==> src/rtl/fir_pkg.sv <==
// Shared definitions for the FIR lowpass chain: default widths, sample type, clamp helper.
package fir_pkg;

    localparam int unsigned DEF_IN_W  = 16;
    localparam int unsigned DEF_OUT_W = 8;

    // Signed sample type exchanged between the FIR filter and its downstream stages.
    typedef logic signed [DEF_IN_W-1:0] sample_t;

    // Clamp a signed value to the range of a w-bit signed integer (w in 1..31).
    function automatic logic signed [31:0] sat_clamp(input logic signed [31:0] r,
                                                     input int unsigned w);
        logic signed [31:0] hi;
        logic signed [31:0] lo;
        hi = (32'sd1 <<< (w - 32'd1)) - 32'sd1;
        lo = -(32'sd1 <<< (w - 32'd1));
        if (r > hi) begin
            return hi;
        end
        if (r < lo) begin
            return lo;
        end
        return r;
    endfunction

endpackage

==> src/rtl/fir_decim_requant_fifo.sv <==
// Synchronous show-ahead FIFO; a write while full is accepted only with a same-cycle read.
module sync_fifo #(
    parameter int unsigned WIDTH = 8,
    parameter int unsigned DEPTH = 8
) (
    input  logic             clk,
    input  logic             rst_n,
    input  logic             wr_en,
    input  logic [WIDTH-1:0] wr_data,
    input  logic             rd_en,
    output logic [WIDTH-1:0] rd_data,
    output logic             full,
    output logic             empty,
    output logic [$clog2(DEPTH):0] level
);

    localparam int unsigned AW    = $clog2(DEPTH);
    localparam int unsigned LVL_W = AW + 1;

    logic [WIDTH-1:0] mem [DEPTH];
    logic [AW-1:0]    wr_ptr;
    logic [AW-1:0]    rd_ptr;
    logic             pop_c;
    logic             push_c;
    logic [AW-1:0]    rd_ptr_nxt_c;
    logic [LVL_W-1:0] level_nxt_c;
    logic [LVL_W-1:0] level_after_pop_c;

    // Accepted read/write strobes and next-state occupancy.
    always_comb begin
        pop_c             = rd_en && !empty;
        push_c            = wr_en && (!full || pop_c);
        rd_ptr_nxt_c      = rd_ptr + AW'(pop_c);
        level_after_pop_c = level - LVL_W'(pop_c);
        level_nxt_c       = level_after_pop_c + LVL_W'(push_c);
    end

    // Storage array, written at the tail.
    always_ff @(posedge clk) begin
        if (push_c) begin
            mem[wr_ptr] <= wr_data;
        end
    end

    // Pointers, level, status and registered head word (held while empty).
    always_ff @(posedge clk or negedge rst_n) begin
        if (!rst_n) begin
            wr_ptr  <= '0;
            rd_ptr  <= '0;
            level   <= '0;
            full    <= 1'b0;
            empty   <= 1'b1;
            rd_data <= '0;
        end else begin
            wr_ptr <= wr_ptr + AW'(push_c);
            rd_ptr <= rd_ptr_nxt_c;
            level  <= level_nxt_c;
            full   <= (level_nxt_c == LVL_W'(DEPTH));
            empty  <= (level_nxt_c == '0);
            if (level_nxt_c != '0) begin
                // Word being written becomes the head if nothing else remains.
                rd_data <= (level_after_pop_c == '0) ? wr_data : mem[rd_ptr_nxt_c];
            end
        end
    end

endmodule

==> src/rtl/fir_decim_requant.sv <==
// Decimate the FIR output, requantize with round-half-up and saturation, buffer in a FIFO.
module fir_decim_requant
    import fir_pkg::*;
#(
    parameter int unsigned IN_W  = DEF_IN_W,
    parameter int unsigned OUT_W = DEF_OUT_W,
    parameter int unsigned DECIM = 2,
    parameter int unsigned SHIFT = 3,
    parameter int unsigned DEPTH = 8
) (
    input  logic                     clk,
    input  logic                     rst_n,
    input  logic                     in_valid,
    input  logic [IN_W-1:0]          in_data,
    output logic                     out_valid,
    input  logic                     out_ready,
    output logic [OUT_W-1:0]         out_data,
    output logic [$clog2(DEPTH):0]   fifo_level,
    output logic                     sat_flag,
    output logic                     ovf_flag,
    input  logic                     clr_flags
);

    localparam int unsigned CNT_W = (DECIM > 1) ? $clog2(DECIM) : 1;
    localparam int unsigned EXT_W = IN_W + 1;
    localparam logic signed [EXT_W-1:0] RND =
        (SHIFT > 0) ? (EXT_W'(1) << (SHIFT - 1)) : EXT_W'(0);

    logic [CNT_W-1:0]        cnt;
    logic                    keep_c;
    logic signed [EXT_W-1:0] sum_c;
    logic signed [EXT_W-1:0] shr_c;
    logic signed [31:0]      clamp_c;
    logic                    sat_c;
    logic                    q_valid;
    logic [OUT_W-1:0]        q_data;
    logic                    fifo_full;
    logic                    fifo_empty;
    logic                    pop_c;
    logic                    ovf_c;

    // Keep decision, rounding shift, clamp detection and overflow detection.
    always_comb begin
        keep_c  = in_valid && (cnt == '0);
        sum_c   = $signed({in_data[IN_W-1], in_data}) + RND;
        shr_c   = sum_c >>> SHIFT;
        clamp_c = sat_clamp(32'(shr_c), OUT_W);
        sat_c   = (clamp_c != 32'(shr_c));
        pop_c   = out_ready && !fifo_empty;
        ovf_c   = q_valid && fifo_full && !pop_c;
    end

    // Decimation phase, advanced only by valid input samples.
    always_ff @(posedge clk or negedge rst_n) begin
        if (!rst_n) begin
            cnt <= '0;
        end else if (in_valid) begin
            cnt <= (cnt == CNT_W'(DECIM - 1)) ? '0 : cnt + CNT_W'(1);
        end
    end

    // Requantized sample register feeding the FIFO.
    always_ff @(posedge clk or negedge rst_n) begin
        if (!rst_n) begin
            q_valid <= 1'b0;
            q_data  <= '0;
        end else begin
            q_valid <= keep_c;
            if (keep_c) begin
                q_data <= clamp_c[OUT_W-1:0];
            end
        end
    end

    // Sticky status flags; a set event overrides a coincident clear.
    always_ff @(posedge clk or negedge rst_n) begin
        if (!rst_n) begin
            sat_flag <= 1'b0;
            ovf_flag <= 1'b0;
        end else begin
            sat_flag <= (keep_c && sat_c) || (sat_flag && !clr_flags);
            ovf_flag <= ovf_c || (ovf_flag && !clr_flags);
        end
    end

    sync_fifo #(
        .WIDTH (OUT_W),
        .DEPTH (DEPTH)
    ) u_fifo (
        .clk     (clk),
        .rst_n   (rst_n),
        .wr_en   (q_valid),
        .wr_data (q_data),
        .rd_en   (out_ready),
        .rd_data (out_data),
        .full    (fifo_full),
        .empty   (fifo_empty),
        .level   (fifo_level)
    );

    assign out_valid = !fifo_empty;

endmodule

==> config.mk <==
export PLATFORM = sky130hd
export DESIGN_NAME = fir_decim_requant
export DESIGN_NICKNAME = d
export VERILOG_FILES = /design/src/rtl/fir_pkg.sv /design/src/rtl/fir_decim_requant_fifo.sv /design/src/rtl/fir_decim_requant.sv
export SDC_FILE = /design/constraint.sdc
export NUM_CORES = 1
export LEC_CHECK = 0
export BUFFER_PORTS_ARGS = -buffer_cell sky130_fd_sc_hd__buf_4
export CAP_MARGIN = 15
export CORE_MARGIN = 4
export CORE_UTILIZATION = 50
export DETAILED_ROUTE_END_ITERATION = 8
export GPL_TIMING_DRIVEN = 0
export PLACE_DENSITY = 0.69
export SYNTH_ARGS = -nofsm -noshare
export SYNTH_HDL_FRONTEND = slang
export SYNTH_SLANG_ARGS = --single-unit
==> constraint.sdc <==
create_clock -name clk -period 3.3 [get_ports clk]
set_input_delay 0.66 -clock clk [delete_from_list [all_inputs] [get_ports clk]]
set_output_delay 0.66 -clock clk [all_outputs]
set_load 0.1 [all_outputs]
==> results.sh <==
export IMPL_worstPathRequired_ns=3.55
export IMPL_fillers=675
export IMPL_n_antenna_cell=0
export IMPL_first_pass_iters=4
export IMPL_syn_to_final_growth_pct=13.0
export IMPL_avgSynthCellArea_um2=15.3
export IMPL_cts_buffers=9
export IMPL_start_util=0.523
export IMPL_drv_slew=0
export IMPL_final_setup_tns_ns=0
export IMPL_cts_sinks=96
export IMPL_critical_path_startpoint_type="register"
export IMPL_grt_use_total=0.176
export IMPL_worst_slew_pin_slew_ns=1.02
export IMPL_grt_pass1_vias=2605
export IMPL_yosysMostFrequentCell="edfxtp_1"
export IMPL_crit_path_frequent_cell="mux2_2"
export IMPL_p_per_area_nw_per_um2=984
export IMPL_synth_seq_area_share=0.624
export IMPL_min_path_type="input pin to async pin"
export IMPL_postSynth_asyncResetShare=0.333
export IMPL_portBuffers=29
export IMPL_yosysUniqueCellTypes=49
export IMPL_synthesis_nets=316
export IMPL_dieArea_um2=10300
export IMPL_yosysWarningCount=0
export IMPL_slowest_stage="xor2_1"
export IMPL_synth_seq_cells=96
export IMPL_clock_path_buffers=2
export IMPL_place_inst=421
export IMPL_switching_share=0.410
export IMPL_synth_area_um2=4360
export IMPL_synth_edf_count=64
export IMPL_num_vias=2489
export IMPL_rrSetupSlack_ns=0.28
export IMPL_endpoint_kind="register"
export IMPL_drcViolationCount=0
export IMPL_post_cts_setup_buffers=0
export IMPL_final_cells=437
export IMPL_p_leak_uw=0.00179
export IMPL_switching_power_uw=1990
export IMPL_period_needed_ns=3.02
export IMPL_cp_data_arrival_time_ns=3.27
export IMPL_cpPeakStageDelay_ns=0.80
export IMPL_fin_area_um2=4930
export IMPL_cp_max_fo=9
export IMPL_max_slew_margin=0.320
export IMPL_fmax_mhz=331
export IMPL_rr_endpoint="u_fifo.rd_data[2]"
export IMPL_tritoncts="yes"
export IMPL_grt_start_max_net_pins=33
export IMPL_gr_total_overflow=0
export IMPL_worstSetupPathType="register to register"
export IMPL_yosys_most_used_dff="edfxtp_1"
export IMPL_intPower_uw=2860
export IMPL_synth_largest_area_cell="edfxtp_1"
export IMPL_rows=33
export IMPL_wl_um=8130
export IMPL_dr_first_iter_drc_count=160
export IMPL_maxCapViolations=0
export IMPL_peakVddDrop_v=0.000380
export IMPL_fin_util=0.591
export IMPL_synth_area_leaders="edfxtp_1 (44%), dfrtp_1 (18%), mux4_2 (8.3%), mux2_2 (5.7%), ha_1 (2.9%)"
export IMPL_netlist_instances=285
export IMPL_cts_resized=0
export IMPL_dpl_cell_area_um2=4740
export IMPL_seq_power_share=0.393
export IMPL_combPwrFrac=0.459
export IMPL_fin_ws_ns=0.277
export IMPL_h_tree_depth=3
export IMPL_skew_ns=0.0118
export IMPL_rsz0062_at_grt="no"
export IMPL_finalSetupViolCount=0
export IMPL_hold_violations=0
export IMPL_cts_root_buf="clkbuf_8"
export IMPL_clockPowerShare=0.148
export IMPL_vias_per_cell=5.70
export IMPL_place_congestion=0.828
export IMPL_grt_pass1_wl_um=13400
export IMPL_status="complete, no violations"
export IMPL_r2r_cells=9
export IMPL_avgRoutedWirePerCell_um=18.6
export IMPL_timing_final_crit_share=0.916
export IMPL_dp_hpwl_um=5710
export IMPL_design_core_area_um2=8340
export IMPL_cts_clk_slew_worst_paths_ns=0.10
export IMPL_reg2reg_from="u_fifo.empty"
export IMPL_antenna_left=0
export IMPL_holdBufCountCts=0
export IMPL_crit_chain="clkinvlp_4 -> nand2_2 -> inv_1 -> ha_1 -> ha_1 -> xor2_1 -> mux2_2 -> mux2_2 -> mux2_2"
export IMPL_final_layout_size_suffix_gt1_frac=0.313
export IMPL_nNetsFinal=358
export IMPL_antenna_found_initial=0
export IMPL_die_h_um=101
export IMPL_die_x_um=101
export IMPL_io_pins=36
export IMPL_place_ws_ns=0.0178
export IMPL_yosys_top_cells_count="edfxtp_1 (64), dfrtp_1 (31), mux2_2 (22)"
export IMPL_clkLatencyLatePin_ns=0.36
export IMPL_synth_top_area_frac=0.440
## sequential cells by signal, summed over array words and instances, names as in the netlist
register and flops:
cnt 1, u_fifo.full 1, u_fifo.level 4, ovf_flag 1
q_data 8, u_fifo.empty 1, q_valid 1, u_fifo.mem 64
u_fifo.rd_ptr 3, u_fifo.wr_ptr 3, u_fifo.rd_data 8, sat_flag 1
## metrics by stage
step	hold WS (ns)	power [µW]
floorplan	0.364	3630
global placement	0.459	4100
detailed placement	0.466	4180
CTS	0.229	4900
global route	0.239	5140
finish	0.220	4850
## cell type report
type | instances | area, µm² | share of cell area
Sequential cell | 96 | 2720 | 0.553
Multi-Input combinational cell | 165 | 1540 | 0.313
Timing Repair Buffer | 31 | 233 | 0.0472
Tap cell | 105 | 131 | 0.0266
Clock buffer | 9 | 124 | 0.0251
Clock inverter | 7 | 62.6 | 0.0127
Buffer | 11 | 61.3 | 0.0124
Inverter | 13 | 52.6 | 0.0107
## worst max-delay path by stage
stage	start	endpoint	slack, ns	depth (start not counted)
after floorplan	u_fifo.empty	u_fifo.rd_data[0]	0.007	10
after detailed placement	out_ready	u_fifo.rd_data[6]	0.02	11
after global placement	out_ready	u_fifo.rd_data[4]	0.05	10
final	u_fifo.empty	u_fifo.rd_data[2]	0.28	9
after global routing	u_fifo.empty	u_fifo.rd_data[4]	0.11	10
after CTS	u_fifo.empty	u_fifo.rd_data[7]	0.13	11
## layer usage
layer | track usage | up-vias | part of all wire
met2 | 0.294 | 57 | 0.51
met5 | 0 | - | 0
met4 | 0.0767 | 0 | 0.019
li1 | - | 1186 | -
met3 | 0.0186 | 11 | 0.034
met1 | 0.235 | 1235 | 0.44
## power by group through the flow
stage	sequential, µW	clock, µW	combinational (µW)
2_1_floorplan	2460	0	1170
3_3_place_gp	1900	0	2200
3_5_place_dp	1930	0	2250
4_1_cts	1910	737	2260
5_1_grt	1950	784	2410
6_report	1910	719	2230
## logic make-up (layout without fill, tap and decap cells)
group	Yosys count	count (layout)	share of synthesized area
simple gates	63	63	0.0855
compound gates	34	34	0.0574
xor+xnor	18	18	0.0361
mux	40	40	0.144
flops	96	96	0.624
buf+inv	24	71	0.0241
fa+ha+maj	10	10	0.0287
## worst max-delay path: cells and delay by family, from the launching register on
kind,cells,cell delay [ns]
simple gates,1,0.09
flops,1,0.55
buf+inv,2,0.15
xor+xnor,1,0.80
mux,3,0.93
fa+ha+maj,2,0.37
## layout by cell type, fill, tap and decap left out, types with 2 or more instances in the layout
| cell | Yosys | final |
|---|---|---|
| xor2_1 | 8 | 8 |
| clkinv_4 | 0 | 2 |
| clkbuf_8 | 0 | 9 |
| nor2b_1 | 3 | 3 |
| dfrtp_1 | 31 | 31 |
| or4_1 | 4 | 4 |
| ha_1 | 10 | 10 |
| nand2_1 | 10 | 9 |
| nor3_1 | 5 | 5 |
| a21oi_1 | 7 | 7 |
| nand2b_1 | 3 | 3 |
| xnor2_1 | 10 | 10 |
| buf_2 | 6 | 7 |
| buf_4 | 0 | 31 |
| mux4_2 | 16 | 16 |
| nand4_1 | 2 | 2 |
| inv_6 | 0 | 3 |
| nand3_1 | 5 | 5 |
| a31oi_1 | 2 | 2 |
| mux2i_1 | 2 | 2 |
| or3_1 | 3 | 3 |
| edfxtp_1 | 64 | 64 |
| nor2_1 | 15 | 15 |
| and4_1 | 2 | 2 |
| o21ai_0 | 3 | 3 |
| mux2_2 | 22 | 22 |
| o22a_1 | 8 | 8 |
| clkinvlp_4 | 0 | 2 |
| and3_1 | 3 | 3 |
| o211ai_1 | 4 | 4 |
| inv_1 | 12 | 11 |
Power figures use the tool's default switching activity.
